File: config.mk
export PLATFORM = sky130hd
export DESIGN_NAME = state_time_setting
export DESIGN_NICKNAME = d
export VERILOG_FILES = /design/src/rtl/state_time_setting.sv
export SDC_FILE = /design/constraint.sdc
export NUM_CORES = 1
export LEC_CHECK = 0
export ABC_CLOCK_PERIOD_IN_PS = 3400
export CORE_ASPECT_RATIO = 1.75
export CORE_UTILIZATION = 50
export CTS_CLUSTER_SIZE = 25
export DETAILED_ROUTE_END_ITERATION = 8
export PLACE_DENSITY = 0.83
export SLEW_MARGIN = 40
export SYNTH_ARGS = -nofsm -noshare
export SYNTH_HDL_FRONTEND = slang
export SYNTH_SLANG_ARGS = --single-unit
File: constraint.sdc
create_clock -name clk -period 3.4 [get_ports clk]
set_input_delay 0.68 -clock clk [delete_from_list [all_inputs] [get_ports clk]]
set_output_delay 0.68 -clock clk [all_outputs]
set_load 0.03 [all_outputs]
File: src/rtl/state_time_setting.sv
// Time-setting state of the game-clock FSM: edits a BCD mm:ss start value and commits it for the countdown.
// Build option: define AUTO_REPEAT_EN for tick-paced auto-repeat of held inc/dec.
module state_time_setting #(
   parameter logic [2:0]  STATE_ID      = 3'd1,
   parameter logic [15:0] DEFAULT_VALUE = 16'h0500,
   parameter int unsigned REPEAT_DELAY  = 4
) (
   input  logic        clk,
   input  logic        reset,
   input  logic        tick,
   input  logic [2:0]  current_state,
   input  logic        btn_next,
   input  logic        btn_inc,
   input  logic        btn_dec,
   input  logic        btn_confirm,
   output logic [15:0] digits_out,
   output logic [3:0]  blank_mask,
   output logic [1:0]  cursor,
   output logic [15:0] value_out,
   output logic        done
);

   typedef enum logic [1:0] {IDLE, EDIT, COMMIT} state_t;

   state_t      state_reg, state_next;
   logic [15:0] edit_reg, edit_next;
   logic [15:0] value_reg, value_next;
   logic [15:0] digits_reg, digits_next;
   logic [3:0]  blank_reg, blank_next;
   logic [1:0]  cursor_reg, cursor_next;
   logic        phase_reg, phase_next;
   logic        done_reg, done_next;
   logic [3:0]  hist_reg;

   logic [3:0]  btn_now, btn_rise;
   logic        active;
   logic [15:0] edit_up, edit_dn;
   logic        repeat_fire, repeat_up;

   // bit order {confirm, dec, inc, next}
   assign btn_now  = {btn_confirm, btn_dec, btn_inc, btn_next};
   assign btn_rise = btn_now & ~hist_reg;
   assign active   = (current_state == STATE_ID);

   // Per-digit wrap-around increment/decrement; sec1 tops out at 5, all others at 9.
   genvar gi;
   generate
      for (gi = 0; gi < 4; gi++) begin : g_digit
         localparam logic [3:0] DMAX = (gi == 1) ? 4'd5 : 4'd9;
         logic [3:0] d;
         assign d = edit_reg[gi*4 +: 4];
         assign edit_up[gi*4 +: 4] = (d >= DMAX) ? 4'd0 : d + 4'd1;
         assign edit_dn[gi*4 +: 4] = (d == 4'd0) ? DMAX : d - 4'd1;
      end
   endgenerate

   function automatic logic [15:0] put_digit(input logic [15:0] base,
                                             input logic [15:0] src,
                                             input logic [1:0]  sel);
      logic [15:0] r;
      r = base;
      r[sel*4 +: 4] = src[sel*4 +: 4];
      return r;
   endfunction

`ifdef AUTO_REPEAT_EN
   localparam int RW = $clog2(REPEAT_DELAY + 2);
   localparam logic [RW-1:0] RPT_LAST = RW'(REPEAT_DELAY);

   logic [RW-1:0] rpt_reg, rpt_next;
   logic          held_inc, held_dec, held_one, any_rise;

   assign held_inc    = btn_inc & hist_reg[1];
   assign held_dec    = btn_dec & hist_reg[2];
   assign held_one    = held_inc ^ held_dec;
   assign any_rise    = |btn_rise;
   assign repeat_up   = held_inc;
   assign repeat_fire = (state_reg == EDIT) && active && held_one && tick &&
                        !any_rise && (rpt_reg == RPT_LAST);

   // Counts ticks of a continuous hold; saturates at the delay, after which every tick repeats.
   always_comb begin
      rpt_next = rpt_reg;
      if (state_reg != EDIT || !active || !held_one || btn_rise[3] || btn_rise[0])
         rpt_next = '0;
      else if (tick && !any_rise && rpt_reg != RPT_LAST)
         rpt_next = rpt_reg + RW'(1);
   end

   always_ff @(posedge clk) begin
      if (reset)
         rpt_reg <= '0;
      else
         rpt_reg <= rpt_next;
   end
`else
   localparam int unsigned unused_repeat_delay = REPEAT_DELAY;
   assign repeat_fire = 1'b0;
   assign repeat_up   = 1'b0;
`endif

   always_comb begin
      state_next  = state_reg;
      edit_next   = edit_reg;
      value_next  = value_reg;
      cursor_next = cursor_reg;
      phase_next  = phase_reg;
      done_next   = 1'b0;
      case (state_reg)
         IDLE: begin
            if (active) begin
               state_next  = EDIT;
               edit_next   = value_reg;
               cursor_next = 2'd3;
               phase_next  = 1'b0;
            end
         end
         EDIT: begin
            if (!active) begin
               state_next = IDLE;
               phase_next = 1'b0;
            end else if (btn_rise[3]) begin
               // An all-zero time would end the game immediately, so it is never committed.
               if (edit_reg != 16'h0000) begin
                  state_next = COMMIT;
                  value_next = edit_reg;
                  done_next  = 1'b1;
                  phase_next = 1'b0;
               end
            end else if (btn_rise[0]) begin
               cursor_next = cursor_reg - 2'd1;
               phase_next  = 1'b0;
            end else if (btn_rise[1] ^ btn_rise[2]) begin
               edit_next  = put_digit(edit_reg, btn_rise[1] ? edit_up : edit_dn, cursor_reg);
               phase_next = 1'b0;
            end else if (repeat_fire) begin
               edit_next  = put_digit(edit_reg, repeat_up ? edit_up : edit_dn, cursor_reg);
               phase_next = 1'b0;
            end else if (tick) begin
               phase_next = ~phase_reg;
            end
         end
         COMMIT: begin
            state_next = active ? EDIT : IDLE;
            phase_next = 1'b0;
         end
         default: begin
            state_next = IDLE;
         end
      endcase

      digits_next = (state_next == IDLE) ? value_next : edit_next;
      blank_next  = (state_next != IDLE && phase_next) ? (4'b0001 << cursor_next) : 4'b0000;
   end

   always_ff @(posedge clk) begin
      if (reset) begin
         state_reg  <= IDLE;
         edit_reg   <= DEFAULT_VALUE;
         value_reg  <= DEFAULT_VALUE;
         digits_reg <= DEFAULT_VALUE;
         blank_reg  <= 4'b0000;
         cursor_reg <= 2'd3;
         phase_reg  <= 1'b0;
         done_reg   <= 1'b0;
         hist_reg   <= 4'b0000;
      end else begin
         state_reg  <= state_next;
         edit_reg   <= edit_next;
         value_reg  <= value_next;
         digits_reg <= digits_next;
         blank_reg  <= blank_next;
         cursor_reg <= cursor_next;
         phase_reg  <= phase_next;
         done_reg   <= done_next;
         hist_reg   <= btn_now;
      end
   end

   assign digits_out = digits_reg;
   assign blank_mask = blank_reg;
   assign cursor     = cursor_reg;
   assign value_out  = value_reg;
   assign done       = done_reg;

endmodule

# Word level (Yosys, flattened, before mapping)
# Index checks and enable logic that the tools add are counted.
# Widths: inputs -> output; s select.
# classes
n_addsub	10
magnitude_cmp	4
eq_ne	3
shifts	4
n_mux	41
bitwise	8
reduce_logical	11
# ops
cell	count
$mux 16	11
$neg 4->34	1
$shift 4x34->16 const A	1
$shiftx 4x34->16	1
$mux 4	8
$pmux 16 s2	1
$add 4x1->4 const B	4
$bwmux 16	1
$logic_not 4->1	4
$mux 2	8
$reduce_bool 16->1	1
$shiftx 16x5->4	1
$sub 4x1->4 const B	4
$ge 4x4->1 const B	3
$mux 1	9
$pmux 2 s3	1
$not 1->1	5
$and 4x4->4	1
$ge 4x3->1 const B	1
$logic_not 2->1	2
$not 4->4	1
$pmux 2 s2	1
$reduce_or 4->1	1
$shl 1x2->4 const A	1
other kinds (9)	9
# word_totals
regBits	62
output_inout_bits	39

# Longest topological paths before layout
# Gate-level depths: netlist of run 1.
# depth
depth_word	12
depth_mapped	11
depth_no_buf	8

# Worst setup path after synthesis of run 1
# No wires, ideal clock.
# synth_path
path_kind	register -> register
start	register cursor_reg[0], in the netlist cursor[0]
end	register edit_reg[12]
setup_ns	0.112
t_arrival_ns	2.262
path_slack_ns	1.026
stages_incl_launch_ff	8
cell_sequence	dfxtp_1 buf_2 clkinv_1 ha_1 nor4b_1 and3_1 a21oi_1 a2111oi_1
# synth_via
elab_chain_len	8
word_cells_on_any_way	10
classes_between	1 x add/sub; 3 x shift; 6 x mux
# synth_lines
element	line_no	rtl
from (decl)	30	logic [1:0] cursor_reg, cursor_next;
from (signal assigned)	173	cursor_reg <= cursor_next;
$shiftx 16x5->4 / $neg 4->34 (equally long branches)	-	
$shiftx 4x34->16 / $shift 4x34->16 (equally long branches)	-	
$bwmux 16 *	62	r[sel*4 +: 4] = src[sel*4 +: 4];
$mux 16 *	133	end else if (btn_rise[1] ^ btn_rise[2]) begin
$mux 16 *	130	end else if (btn_rise[0]) begin
$mux 16 *	122	end else if (btn_rise[3]) begin
$mux 16 *	119	if (!active) begin
$pmux 16 s2 *	109	case (state_reg)
to (signal assigned)	169	edit_reg <= edit_next;
to (decl)	26	logic [15:0] edit_reg, edit_next;
# Mark *: on every way between the ends. The rest lies on a longest branch, timed or not.
# A chain may end at the register's enable or synchronous reset.

# Worst setup path after layout of run 1
# layout_path
start	input btn_inc
end	register edit_reg[1]
# layout_via
elab_chain_len	10
word_cells_on_any_way	11
classes_between	2 x shift; 7 x mux; 2 x bitwise
# layout_lines
element	line_no	rtl
from (decl)	13	input logic btn_inc,
$and 4x4->4 *	42	assign btn_rise = btn_now & ~hist_reg;
$mux 16	134	edit_next = put_digit(edit_reg, btn_rise[1] ? edit_up : edit_dn, cursor_reg);
$shiftx 16x5->4	62	
$shiftx 4x34->16	62	
$bwmux 16	62	
$mux 16 *	133	
$mux 16 *	130	
$mux 16 *	122	
$mux 16 *	119	
$pmux 16 s2 *	109	
# Marks and branches as above.

==> results.md, run 1 <==
- Outcome: finished, final reports clean
- VDD IR max: around 0.33 mV
- Final antenna-violating net count: 0
- Fin crit share: between 90% and 100%
- Largest net degree at the start of global routing: 28
- Least-Margin Pin Slew: roughly 0.66 ns
- Top cell type's share of synthesized area: between 20% and 30%
- Post-synthesis async set-or-reset flop share: 0%
- Worst r2r src: edit_reg[0]
- GRT overflow: 0
- Share of cells above drive strength 1: ~11%
- Total CTS buffers: 9
- CP peak stage delay: 0.61 ns
- RePlAce Congestion: roughly 1
- Fin cells: 640
- Mapped Nets: roughly 530
- Starting Density: between 50% and 60%
- CP arrival: ~3.3 ns
- Leak: approximately 1.9 nW
- Min Tclk post-route: ~3.1 ns
- Final Skew: 0.00929 ns
- Crit path max-delay family: compound AO/OA/AOI/OAI gates
- Diode count: 0
- PD cells: 368 nW/um2
- Root Buffer: clkbuf_16
- Final layout net count: 572
- F_max: about 0.32 GHz
- Worst Path Buf+Inv: 1
- Number of global-route vias before repair: 4210
- Hpwl dp: between 9000 and 10000 um
- Fillers: ~670
- Max clock buf depth: 2
- TritonCTS Sinks: 62
- Seq/Total Area, Yosys: 30.0%
- Slowest CP cell: a2111oi_0
- Met3 Routed Length: a little under 1000 um
- Iteration-0 DRC Markers: approximately 430
- WP data required: about 3.6 ns
- CP Launch Type: input pin
- Place WS: roughly 0.09 ns
- Core area: roughly 8000 um2
- Post-synth EDFFs: 0
- Worst Path Max Fanout: 14
- Main synth FF type: dfxtp_1
- Critical Setup Path Class: input pin to flop
- Hold_buf cts: 0
- Synth area leader: dfxtp_1
- Unrepaired setup endpoints after global routing: false
- Die X-Extent: just over 70 um
- GR Util All Layers: a little under a third
- Top-count cell post-synth: dfxtp_1
- Setup TNS: 0 ns
- Maxcap violations: 0
- Worst hold start: phase_reg
- Hold crit path type: flop to flop
- Fin util: a little over three fifths
- Hold endpoint: phase_reg
- Die area: slightly below 9000 um2
- Worst R2R Setup Slack: ~0.48 ns
- Post-layout worst setup margin: about 0.30 ns
- DRC: 0
- Die H: 122 um
- Commonest cells in the netlist: dfxtp_1, nor2_1, a21oi_1
- Site Rows: between 40 and 50
- Initial antenna violation count: 0
- Syn Area/Cell: a little over 8 um2
- Later-pin clock latency in the skew report: between 0.3 and 0.4 ns
- Post-CTS setup buffers: 0
- Htree depth: 3
- Mapped cell area: roughly 4100 um2
- Wl on met1: roughly 5000 um
- Synth warn: 0
- Final Max Slew Viols: 0
- I/O pin total: 49
- FF-to-FF End: digits_out[0]
- Wire length of the first global-routing pass: ~21000 um
- DR WL/cell: ~21 um
- Top layer in use: met4
- Synth Register Bits: just over 60
- Ranking of synthesized cells by area: dfxtp_1, nor2_1, ha_1
- DP Cell Count: around 620
- Clk slew on worst S/H paths: around 0.050 ns
- I/O Buffers: 48
- 1st-pass router iterations: 7
- R2R depth: 9
- Hold Fails Final Rpt: 0
- Crit-path cells: clkdlybuf4s50_1, nand2b_2, a2111oi_0, o22ai_1, a211oi_4, a21oi_1, a2111oi_2
- WL met2: approximately 6500 um
- Vias per cell: a little under 7
- Crit path capture type: flop
- CTS tree: done
- Vias: between 4000 and 5000
- Final Setup Violations: 0
- Post-CTS Resized: 0
- Total Power: approximately 1.9 mW
- Hold depth: 2
- Distinct cells, synth: 82
- Routed WL: 13200 um
- Area Growth Syn to Fin: 21.5%
- Synthesized instance count: between 500 and 600
- Rel. slew slack: around 56%
## logic make-up after synthesis
logic type      count (synthesis)  synth area share, %
simple gates                  172                 22.6
compound gates                169                 30.8
flops                          62                 30.0
buf+inv                        60                 6.28
mux                            18                 4.35
fa+ha+maj                      17                 5.14
xor+xnor                        4                0.846
## report_power, final
group | total [mW] | switching [mW] | leakage, nW | internal [mW]
Clock | 0.938 | 0.348 | 0.141 | 0.590
Sequential | 0.748 | 0.0116 | 0.502 | 0.737
Combinational | 0.165 | 0.102 | 1.23 | 0.0631
Total | 1.85 | 0.461 | 1.87 | 1.39
## metal layers
layer	vias to the layer above	track usage, %
met1	2061	33.9
met3	75	6.98
li1	1980	-
met2	234	53.8
met4	0	22.9
met5	-	0
## area by class of cell
cell class,count,area (um2),area share [%]
repair buffers,71,648,12.9
flip-flops and latches,62,1240,24.7
inverters,21,78.8,1.57
well taps,90,113,2.24
clock buffers,10,239,4.75
clock inverters,6,70.1,1.39
multi-input cells,380,2640,52.5
## worst reg2reg max path: stages, from the launching register on
cell,delay (ns)
dfxtp_1,0.44
inv_1,0.17
ha_1,0.25
nor3b_1,0.41
nand4_1,0.30
nand2_2,0.34
buf_4,0.30
mux2i_1,0.14
a221o_1,0.32
a31oi_1,0.17
## cells in the final DEF (no fill, tap or decap), drive strengths merged, types with 6 or more instances in the layout
master	count
o211ai	7
nor3	17
a21oi	41
nand2	29
a22o	6
nor2b	12
clkdlybuf4s50	47
a22oi	11
nand4	8
a221oi	6
o31ai	6
nor2	58
a2111oi	12
o22ai	8
mux2i	18
nor3b	6
clkbuf	10
dfxtp	62
inv	18
o21ai	18
nand2b	9
buf	24
a221o	7
ha	17
## worst max-delay path by stage
stage                            from             to  slack [ns]  depth (start not counted)
after global routing      edit_reg[1]  digits_out[0]        0.19                          9
after global placement        btn_inc    edit_reg[1]        0.03                          7
after detailed placement      btn_inc    edit_reg[1]        0.09                          7
after floorplan             cursor[0]   edit_reg[12]        1.03                          7
after CTS                     btn_inc    edit_reg[1]        0.38                          7
final                         btn_inc    edit_reg[1]        0.30                          7
## metrics by stage
| stage | area, um2 | hold WS (ns) |
|---|---|---|
| final | 5030 | 0.567 |
| after global placement | 4720 | 0.525 |
| after detailed placement | 4720 | 0.544 |
| after global routing | 5030 | 0.587 |
| after floorplan | 4140 | 0.500 |
| after CTS | 5030 | 0.553 |
Power figures use the tool's default switching activity.
==> inputs of run 2 (changes only) <==
--- a/config.mk
+++ b/config.mk
@@ -8,6 +8,7 @@
 export ABC_CLOCK_PERIOD_IN_PS = 3400
 export CORE_ASPECT_RATIO = 1.75
 export CORE_UTILIZATION = 50
+export CTS_BUF_LIST = sky130_fd_sc_hd__clkbuf_4
 export CTS_CLUSTER_SIZE = 25
 export DETAILED_ROUTE_END_ITERATION = 8
 export PLACE_DENSITY = 0.83
==> results.md, run 2 (same netlist as run 1, synthesis figures left out) <==
- TritonCTS Sinks: 62 (unchanged)
- Final antenna-violating net count: 0 (unchanged)
- Number of global-route vias before repair: 4112 (was 4210)
- CTS tree: done (unchanged)
- Iteration-0 DRC Markers: 391 (was 431)
- Worst R2R Setup Slack: 0.41 ns (was 0.48 ns)
- Fillers: 696 (was 668)
- Sw frac: 28.9% (was 24.9%)
- RePlAce Congestion: 0.998 (unchanged)
- CP Launch Type: flop (was input pin)
- FF-to-FF End: digits_out[0] (unchanged)
- Wire length of the first global-routing pass: 20400 um (was 21000 um)
- Leading cell types in the layout, fill and taps excluded: dfxtp_1, nor2_1, clkdlybuf4s50_1, a21oi_1, nand2_1 (unchanged)
- Comb power frac: 11.3% (was 8.9%)
- Core area: 7960 um2 (unchanged)
- VDD IR max: 0.231 mV (was 0.329 mV)
- Most common cell after layout, fill and taps aside: dfxtp_1 (unchanged)
- Hold_buf cts: 0 (unchanged)
- Setup TNS: 0 ns (unchanged)
- Sequential power share: 51.9% (was 40.4%)
- Clk slew on worst S/H paths: 0.13 ns (was 0.05 ns)
- NetSw: 417 uW (was 461 uW)
- WP data required: 3.76 ns (was 3.63 ns)
- DRC: 0 (unchanged)
- CP arrival: 3.36 ns (was 3.33 ns)
- Post-CTS Resized: 0 (unchanged)
- Area Growth Syn to Fin: 17.4% (was 21.5%)
- DR WL/cell: 20.1 um (was 20.6 um)
- Htree depth: 3 (unchanged)
- R2R depth: 9 (unchanged)
- Total CTS buffers: 9 (unchanged)
- Site Rows: 43 (unchanged)
- Worst-case hold slack: 0.567 ns (about the same)
- GRT overflow: 0 (unchanged)
- Clock share of power: 36.7% (was 50.7%)
- Worst r2r src: edit_reg[9] (was edit_reg[0])
- Starting Density: 52.0% (unchanged)
- Leak: 1.79 nW (was 1.87 nW)
- Die X-Extent: 70.8 um (unchanged)
- Crit path capture: digits_out[0] (was edit_reg[1])
- Crit path capture type: flop (unchanged)
- I/O pin total: 49 (unchanged)
- Fin crit share: 88.0% (was 91.1%)
- GR Util All Layers: 30.6% (was 31.5%)
- Root Buffer: clkbuf_4 (was clkbuf_16)
- Final Skew: 0.0222 ns (was 0.00929 ns)
- Vias: 4322 (was 4350)
- I/O Buffers: 48 (unchanged)
- Maxcap violations: 0 (unchanged)
- Die H: 122 um (unchanged)
- Fin cells: 640 (unchanged)
- Hold Fails Final Rpt: 0 (unchanged)
- Outcome: finished, final reports clean (unchanged)
- Final layout net count: 572 (unchanged)
- Critical Setup Path Class: flop to flop (was input pin to flop)
- Routed WL: 12900 um (was 13200 um)
- Unrepaired setup endpoints after global routing: false (unchanged)
- Share of cells above drive strength 1: 10.9% (was 11.1%)
- Rel. slew slack: 56.6% (was 56.2%)
- Post-CTS setup buffers: 0 (unchanged)
- Largest net degree at the start of global routing: 28 (unchanged)
- PD cells: 296 nW/um2 (was 368 nW/um2)
- DP Cell Count: 624 (unchanged)
- 1st-pass router iterations: 7 (unchanged)
- Worst Path Max Fanout: 14 (unchanged)
- F_max: 0.334 GHz (was 0.323 GHz)
- Later-pin clock latency in the skew report: 0.46 ns (was 0.34 ns)
- Final Max Slew Viols: 0 (unchanged)
- Worst Setup SP: edit_reg[9] (was btn_inc)
- Least-Margin Pin Slew: 0.650 ns (was 0.657 ns)
- Min Tclk post-route: 2.99 ns (was 3.10 ns)
- Max clock buf depth: 2 (unchanged)
- Initial antenna violation count: 0 (unchanged)
- Hold crit path type: flop to flop (unchanged)
- Hpwl dp: 9470 um (unchanged)
- Vias per cell: 6.75 (was 6.80)
- Final Setup Violations: 0 (unchanged)
- Diode count: 0 (unchanged)
- Die area: 8660 um2 (unchanged)
- Internal power: 1.02 mW (was 1.39 mW)
-- run 2: metal layers --
metal	up-vias	GRT usage, %	share of wire [%]
met5	-	0	0
met1	2051	32.8	37
met4	0	20.4	6.1
met2	225	53.1	49
li1	1974	-	-
met3	72	7.22	7.8
-- run 2: worst min-delay path by stage --
stage	depth (start not counted)	startpoint	endpoint
after global routing	2	phase_reg	phase_reg
after global placement	2	phase_reg	phase_reg
after floorplan	2	phase_reg	phase_reg
final	2	phase_reg	phase_reg
after CTS	2	phase_reg	phase_reg
after detailed placement	2	phase_reg	phase_reg
-- run 2: layout make-up --
type / instances / area (um2) / share of cell area, %
clock buffer: 9 / 67.6 / 1.39
tap: 90 / 113 / 2.32
clock inverter: 7 / 73.8 / 1.52
inverter: 21 / 78.8 / 1.62
timing repair buffer: 71 / 648 / 13.3
sequential: 62 / 1240 / 25.5
multi-input combinational: 380 / 2640 / 54.3
-- run 2: per-stage QoR --
stage | setup WS [ns] | power (mW) | cell area (um2) | utilization (%)
after floorplan | 1.03 | 0.869 | 4140 | -
after global placement | 0.0333 | 0.920 | 4720 | 59.3
after detailed placement | 0.0896 | 0.924 | 4720 | 59.3
after CTS | 0.504 | 1.45 | 4860 | 61.1
after global routing | 0.201 | 1.49 | 4860 | 61.1
final | 0.406 | 1.44 | 4860 | 61.1
-- run 2: critical path: stages (launching register included) --
cell and delay (ns):
dfxtp_1 0.43, inv_1 0.22, ha_1 0.30, nor3b_1 0.39
nand4_1 0.29, nand2_2 0.34, buf_4 0.29, mux2i_1 0.14
a221o_1 0.33, a31oi_1 0.16
-- run 2: power groups by stage --
stage,clock network [mW],registers (mW),logic (mW)
CTS,0.538,0.747,0.161
detailed placement,0,0.764,0.160
global placement,0,0.763,0.158
finish,0.529,0.747,0.163
floorplan,0,0.765,0.104
global route,0.569,0.749,0.175
